--- config.mk ---
export PLATFORM = sky130hd
export DESIGN_NAME = pc_gen
export DESIGN_NICKNAME = d
export VERILOG_FILES = /design/src/rtl/pc_pkg.sv /design/src/rtl/pc_gen_redirect_arbiter.sv /design/src/rtl/pc_gen.sv
export SDC_FILE = /design/constraint.sdc
export NUM_CORES = 1
export LEC_CHECK = 0
export CAP_MARGIN = 20
export CORE_MARGIN = 5
export CORE_UTILIZATION = 35
export CTS_CLUSTER_DIAMETER = 80
export DETAILED_ROUTE_END_ITERATION = 6
export PLACE_DENSITY_LB_ADDON = 0.2
export SYNTH_ARGS = -nofsm -noshare
export SYNTH_HDL_FRONTEND = slang
export SYNTH_SLANG_ARGS = --single-unit
--- constraint.sdc ---
create_clock -name clk -period 5.1 [get_ports clk]
set_input_delay 1.02 -clock clk [delete_from_list [all_inputs] [get_ports clk]]
set_output_delay 1.02 -clock clk [all_outputs]
set_load 0.1 [all_outputs]
--- src/rtl/pc_pkg.sv ---
// Shared definitions for the fetch PC generator: reset vector, redirect channel
// indices and the incoming-vs-pending redirect priority rule.
package pc_pkg;

   localparam logic [31:0] RESET_VECTOR_DEF = 32'hbfc00000;

   typedef enum logic [1:0] {
      REDIR_EXC    = 2'd0,
      REDIR_ERET   = 2'd1,
      REDIR_BRANCH = 2'd2
   } redir_idx_e;

   // Lower index is higher priority; on a tie the newer (incoming) request wins.
   function automatic logic redir_wins(input int unsigned inc_idx, input int unsigned pend_idx);
      return inc_idx <= pend_idx;
   endfunction

endpackage

--- src/rtl/pc_gen_redirect_arbiter.sv ---
// Combinational lowest-index priority encoder over the redirect channels, with
// the winning channel's target muxed out. Zero latency, no flow control.
module redirect_arbiter #(
   parameter int ADDR_W       = 32,
   parameter int NUM_REDIRECT = 3,
   parameter int IDX_W        = (NUM_REDIRECT > 1) ? $clog2(NUM_REDIRECT) : 1
) (
   input  logic [NUM_REDIRECT-1:0]        redirect_valid,
   input  logic [NUM_REDIRECT*ADDR_W-1:0] redirect_target,
   output logic                           inc_vld,
   output logic [IDX_W-1:0]               inc_idx,
   output logic [ADDR_W-1:0]              inc_tgt
);

   always_comb begin
      inc_vld = 1'b0;
      inc_idx = '0;
      inc_tgt = '0;
      // Walk from the top down so the lowest asserted index is the last writer.
      for (int k = NUM_REDIRECT - 1; k >= 0; k--) begin
         if (redirect_valid[k]) begin
            inc_vld = 1'b1;
            inc_idx = IDX_W'(k);
            inc_tgt = redirect_target[k*ADDR_W +: ADDR_W];
         end
      end
   end

endmodule

--- src/rtl/pc_gen.sv ---
// Fetch PC register with prioritised redirects and a one-entry pending buffer.
// Redirects load in one edge when enabled; while stalled the best one is held.
module pc_gen
   import pc_pkg::*;
#(
   parameter int          ADDR_W       = 32,
   parameter int          NUM_REDIRECT = 3,
   parameter int          FETCH_BYTES  = 4,
   parameter logic [31:0] RESET_VECTOR = RESET_VECTOR_DEF,
   localparam int         IDX_W        = (NUM_REDIRECT > 1) ? $clog2(NUM_REDIRECT) : 1
) (
   input  logic                           clk,
   input  logic                           rst,
   input  logic                           en,
   input  logic [NUM_REDIRECT-1:0]        redirect_valid_i,
   input  logic [NUM_REDIRECT*ADDR_W-1:0] redirect_target_i,
   output logic [ADDR_W-1:0]              pc,
   output logic                           pc_valid_o,
   output logic                           redirect_taken_o,
   output logic [IDX_W-1:0]               redirect_src_o,
   output logic                           addr_err_o
);

   logic              inc_vld;
   logic [IDX_W-1:0]  inc_idx;
   logic [ADDR_W-1:0] inc_tgt;

   logic              pend_vld;
   logic [IDX_W-1:0]  pend_idx;
   logic [ADDR_W-1:0] pend_tgt;

   logic              cand_vld;
   logic [IDX_W-1:0]  cand_idx;
   logic [ADDR_W-1:0] cand_tgt;

   redirect_arbiter #(
      .ADDR_W       (ADDR_W),
      .NUM_REDIRECT (NUM_REDIRECT),
      .IDX_W        (IDX_W)
   ) u_arb (
      .redirect_valid  (redirect_valid_i),
      .redirect_target (redirect_target_i),
      .inc_vld         (inc_vld),
      .inc_idx         (inc_idx),
      .inc_tgt         (inc_tgt)
   );

   always_comb begin
      cand_vld = inc_vld | pend_vld;
      cand_idx = pend_idx;
      cand_tgt = pend_tgt;
      if (inc_vld && (!pend_vld || redir_wins(32'(inc_idx), 32'(pend_idx)))) begin
         cand_idx = inc_idx;
         cand_tgt = inc_tgt;
      end
   end

   always_ff @(posedge clk) begin
      if (rst) begin
         pc               <= ADDR_W'(RESET_VECTOR);
         pc_valid_o       <= 1'b0;
         pend_vld         <= 1'b0;
         pend_idx         <= '0;
         pend_tgt         <= '0;
         redirect_taken_o <= 1'b0;
         redirect_src_o   <= '0;
      end else begin
         pc_valid_o       <= 1'b1;
         redirect_taken_o <= 1'b0;
         // The first edge out of reset behaves as a stall so RESET_VECTOR is fetched.
         if (pc_valid_o && en) begin
            if (cand_vld) begin
               pc               <= cand_tgt;
               pend_vld         <= 1'b0;
               redirect_taken_o <= 1'b1;
               redirect_src_o   <= cand_idx;
            end else begin
               pc <= pc + ADDR_W'(FETCH_BYTES);
            end
         end else if (cand_vld) begin
            pend_vld <= 1'b1;
            pend_idx <= cand_idx;
            pend_tgt <= cand_tgt;
         end
      end
   end

   assign addr_err_o = |pc[1:0];

endmodule

* Word-level counts from Yosys, hierarchy flattened
Index checks and enable logic that the tools add are counted.
Widths: inputs -> output; s select.
** Word-level totals
- Flip-flop bits (word level) :: 71
- Bits of input ports :: 102
- Logic and storage cells :: 36
** Operators by class
- $add $sub $neg :: 1
- $lt $le $gt $ge :: 1
- Mux-type cells :: 17
- Bitwise operators :: 2
- Reduce and logical (&&, ||, !) cells :: 8
** Operator list (count)
- $mux 32 :: 5
- $add 32x3->32 const B :: 1
- $mux 1 :: 8
- $mux 2 :: 4
- $reduce_and 2->1 :: 2
- $reduce_or 2->1 :: 2
- $le 2x2->1 :: 1
- $logic_and 1x1->1 :: 2
- $logic_not 1->1 :: 1
- $logic_or 1x1->1 :: 1
- $not 1->1 :: 1
- $or 1x1->1 :: 1

* Longest topological paths before layout
- Depth after elaboration :: 8
- Mapped depth :: 11

* Hierarchy
A second synthesis with hierarchy kept.
** Unflattened totals
- Cells, all modules :: 628
- Area total of the unflattened synthesis :: 4936.0 µm²
** By module, submodules not included
- pc_gen :: times used 1, cells each 479, area each 3714.8 µm², sequential area each 1421.4 µm²
- redirect_arbiter :: times used 1, cells each 149, area each 1221.2 µm², sequential area each 0.0 µm²

* Least setup slack after synthesis
OpenSTA, ideal clock, no wires.
- Kind :: input to register
- Start point :: in redirect_valid_i[1]
- End point :: reg pc[4]
- Data arrival time :: 3.312 ns
- Data required time :: 4.983 ns
- Setup slack :: 1.670 ns
- Cell stages on the path :: 10
- Buffers on the path :: 2
- Path through :: clkbuf_1 clkbuf_1 nor2_1 and2_1 ha_1 nor2b_1 o211ai_1 nand2_1 a221o_1 a32o_1
** On the way
- Longest elaborated chain between the ends :: 7
- Elaborated cells between the ends (all ways) :: 12
** RTL lines
- from (decl) :: line pc_gen.sv:15 : input logic [NUM_REDIRECT-1:0] redirect_valid_i,
- $mux 2 (2 in series) :: line pc_gen_redirect_arbiter.sv:21 : if (redirect_valid[k]) begin
- $le 2x2->1 :: line pc_pkg.sv:15 : return inc_idx <= pend_idx;
- $logic_or 1x1->1 :: line pc_gen.sv:52 : if (inc_vld && (!pend_vld || redir_wins(32'(inc_idx), 32'(pend_idx)))) begin
- $logic_and 1x1->1 :: line pc_gen.sv:52
- $mux 32 :: line pc_gen.sv:52
- $mux 32 * :: line pc_gen.sv:72 : if (cand_vld) begin
- to (signal assigned) :: line pc_gen.sv:60 : pc <= ADDR_W'(RESET_VECTOR);
- to (signal assigned) :: line pc_gen.sv:73 : pc <= cand_tgt;
- to (signal assigned) :: line pc_gen.sv:78 : pc <= pc + ADDR_W'(FETCH_BYTES);
- to (decl) :: line pc_gen.sv:17 : output logic [ADDR_W-1:0] pc,
Every way passes the cells marked *; elsewhere a longest branch is shown, timed or not.
A chain may end at the register's enable or synchronous reset.

* Worst setup path after layout
- Start point :: in redirect_valid_i[1]
- End point :: reg pend_idx[0]
** On the way
- Longest elaborated chain between the ends :: 6
- Elaborated cells between the ends (all ways) :: 10
** RTL lines
- $mux 2 (2 in series) :: line pc_gen_redirect_arbiter.sv:21
- $le 2x2->1 :: line pc_pkg.sv:15
- $logic_or 1x1->1 :: line pc_gen.sv:52
- $logic_and 1x1->1 :: line pc_gen.sv:52
- $mux 2 :: line pc_gen.sv:52
- to (signal assigned) :: line pc_gen.sv:82 : pend_idx <= cand_idx;
- to (decl) :: line pc_gen.sv:29 : logic [IDX_W-1:0] pend_idx;
Several ways; a longest one is shown, not always the timed one.

==> impl_metrics.ini <==
[grt]
grt_max_degree = 69
grt_pass1_vias = 4659
grt_overflow = 0
grtUsageTotal_pct = 20.5
grt_pass1_wl_mm = 23.9
antenna_found_initial = 0

[sta]
hold_viol_final = 0
worst_pin_slew_ns = 0.991
final.min_clock_period_ns = 3.42
slew_violations = 0
fin_ws_ns = 1.68
rsz0062_at_grt = false
skew_ns = 0.00502
timing.final.crit_share_pct = 67.1
slew_headroom_pct = 33.8
setup_tns_ns = 0
max_freq_ghz = 0.292
setup-violations-final = 0

[synth]
ys_seq_area_share_pct = 33.6
syn_nets = 682
yosysUniqueCellTypes = 52
synth_edf_count = 0
synthFlopType = dfxtp_1
synthCells = 577
netlist_area_sq_um = 4240
ys_warn_count = 0
synth_seq_cells = 71
async_reset_ff_share_pct = 0
syn_avg_cell_area_sq_um = 7.34

[critical_path]
critical_path_class = in -> reg
r2r_cells = 6
cp.depth = 10
crit_fanout = 40
crit_arrival_ns = 3.62
critPathMaxStageDelay_ns = 0.50
cpMaxStageDelayCell = nand3_1
cp_num_buf_inv = 3
worstPathRequired_ns = 5.30
critPathLaunchType = input port
crit_chain = clkdlybuf4s50_1, buf_4, nand2_1, ha_1, nand2_1, o211ai_1, nand3_1, buf_4, a22oi_1, nor2_1
cpLargestDelayFamily = buffers and inverters
endpoint_kind = flop

[cts]
htree_levels = 3
cts_setup_buffers = 0
hold_buffers = 0
cts_resized = 0
cts_root_buf = clkbuf_16
cts_tree = done
cts_sinks = 71
cts.clk_slew.worst_paths_ns = 0.06
clk_latency_ns = 0.34
clk_path_buf_depth = 2
cts_made_buffers = 9

[floorplanning]
die_area_sq_um = 14400
rows = 40
die_x_microns = 120
pin_count = 139
die_h_microns = 120
initial_core_util_pct = 35.4
core_sq_um = 12000

[flow_run]
drv_cap = 0

[placed_design]
routabilityCongestion = 0.936
pre_cts_slack_ns = 1.35
io_buffers = 138
hpwl_mm = 11.3

[cells_and_area]
diodes = 0
drive_above_1_share_pct = 5.60
finalNetCount = 796
area_delta_synth_final_pct = 41.1
final_common_cell = clkdlybuf4s50_1
mostFrequentLayoutCells = clkdlybuf4s50_1, nand2_1, dfxtp_1, a21oi_1, o21ai_0

[route]
drcViolationCount = 0
vias = 4869
drtPass1Iterations = 5
drtIter0Drc = 416
via_per_inst = 5.78
wl_per_cell_microns = 17.7
wl_mm = 14.9
postRouteAntennaNets = 0

[worst_hold_path]
min_path_type = reg -> reg
hold_depth = 2

[power_and_ir_drop]
irDropWorstVdd_mv = 0.159
powerDensity_nw_per_um2 = 287
p_leak_nw = 2.15

[run_status]
status = completed
==> cells in the mapped netlist, drive strengths merged, types with 4 or more instances <==
master | instances | share of area, %
o211ai | 10 | 1.8
nor2 | 35 | 3.1
or3 | 8 | 1.2
a21oi | 45 | 5.3
a211oi | 14 | 2.5
nand2 | 112 | 9.9
a221oi | 4 | 0.83
inv | 8 | 0.71
o21ai | 40 | 4.7
a31oi | 6 | 0.89
a22oi | 32 | 5.7
a311oi | 6 | 1.2
buf | 7 | 0.89
xnor2 | 9 | 1.9
dfxtp | 71 | 34
nand3 | 17 | 2.0
and2 | 5 | 0.74
clkbuf | 40 | 3.5
nand4 | 10 | 1.6
mux2i | 10 | 2.4
nor4 | 19 | 2.8
nor3 | 12 | 1.5
==> layer usage <==
layer / wire, microns / global-route usage, %
met5: 0 / 0
met3: 1450 / 4.90
met1: 6670 / 28.6
met2: 6430 / 30.4
met4: 369 / 7.87
==> report_power, final <==
part	leakage (nW)	total [mW]	internal, mW	switching [mW]
registers	0.584	0.637	0.597	0.0407
clock network	0.136	0.582	0.330	0.252
logic	1.43	0.495	0.181	0.314
total	2.15	1.71	1.11	0.607
==> worst paths after layout <==
path	from	to	slack (ns)
max	redirect_valid_i[1]	pend_idx[0]$_SDFFE_PP0P_	1.68
min	redirect_src_o[1]$_SDFFE_PP0P_	redirect_src_o[1]$_SDFFE_PP0P_	0.45
max reg2reg	pc[2]$_SDFFE_PP0P_	pc[16]$_SDFFE_PP0P_	2.73
min reg2reg	redirect_src_o[1]$_SDFFE_PP0P_	redirect_src_o[1]$_SDFFE_PP0P_	0.45
==> final cells by class <==
cell class              instances  area, sq um
repair buffers                150         1460
inverters                      10         37.5
fillers                      1161         5980
well taps                     147          184
clock buffers                   9          225
clock inverters                 7         48.8
flip-flops and latches         71         1420
multi-input cells             449         2600
==> per-stage QoR <==
stage | utilization, % | hold WS, ns | total power [mW] | instance area (sq um) | std cells
finish | 50.0 | 0.454 | 1.71 | 5980 | 843
global route | 50.0 | 0.474 | 1.79 | 5980 | 843
CTS | 50.0 | 0.456 | 1.72 | 5980 | 843
detailed placement | 47.7 | 0.447 | 1.14 | 5700 | 827
global placement | 47.7 | 0.444 | 1.14 | 5700 | 827
floorplan | - | 0.432 | 0.956 | 4240 | 577
==> sequential cells by signal (all words and copies together) (netlist names) <==
name	cells
redirect_src_o	2
pend_idx	2
pend_vld	1
pend_tgt	32
pc_valid_o	1
redirect_taken_o	1
pc	32
==> cells by family (layout without fill, tap and decap cells) <==
group           Yosys count  count (layout)  share of synthesized area [%]
flops                    71              71                           33.6
simple gates            235             235                           25.8
xor+xnor                 12              12                           2.48
compound gates          189             189                           29.5
fa+ha+maj                 3               3                          0.886
mux                      10              10                           2.36
buf+inv                  57             176                           5.32
==> worst register-to-register path: cells and delay by family (launching register included) <==
kind / cells / cell delay [ns]
flops: 1 / 0.46
simple gates: 2 / 0.88
fa+ha+maj: 1 / 0.34
compound gates: 3 / 0.54
(Power assumes the default switching activity.)
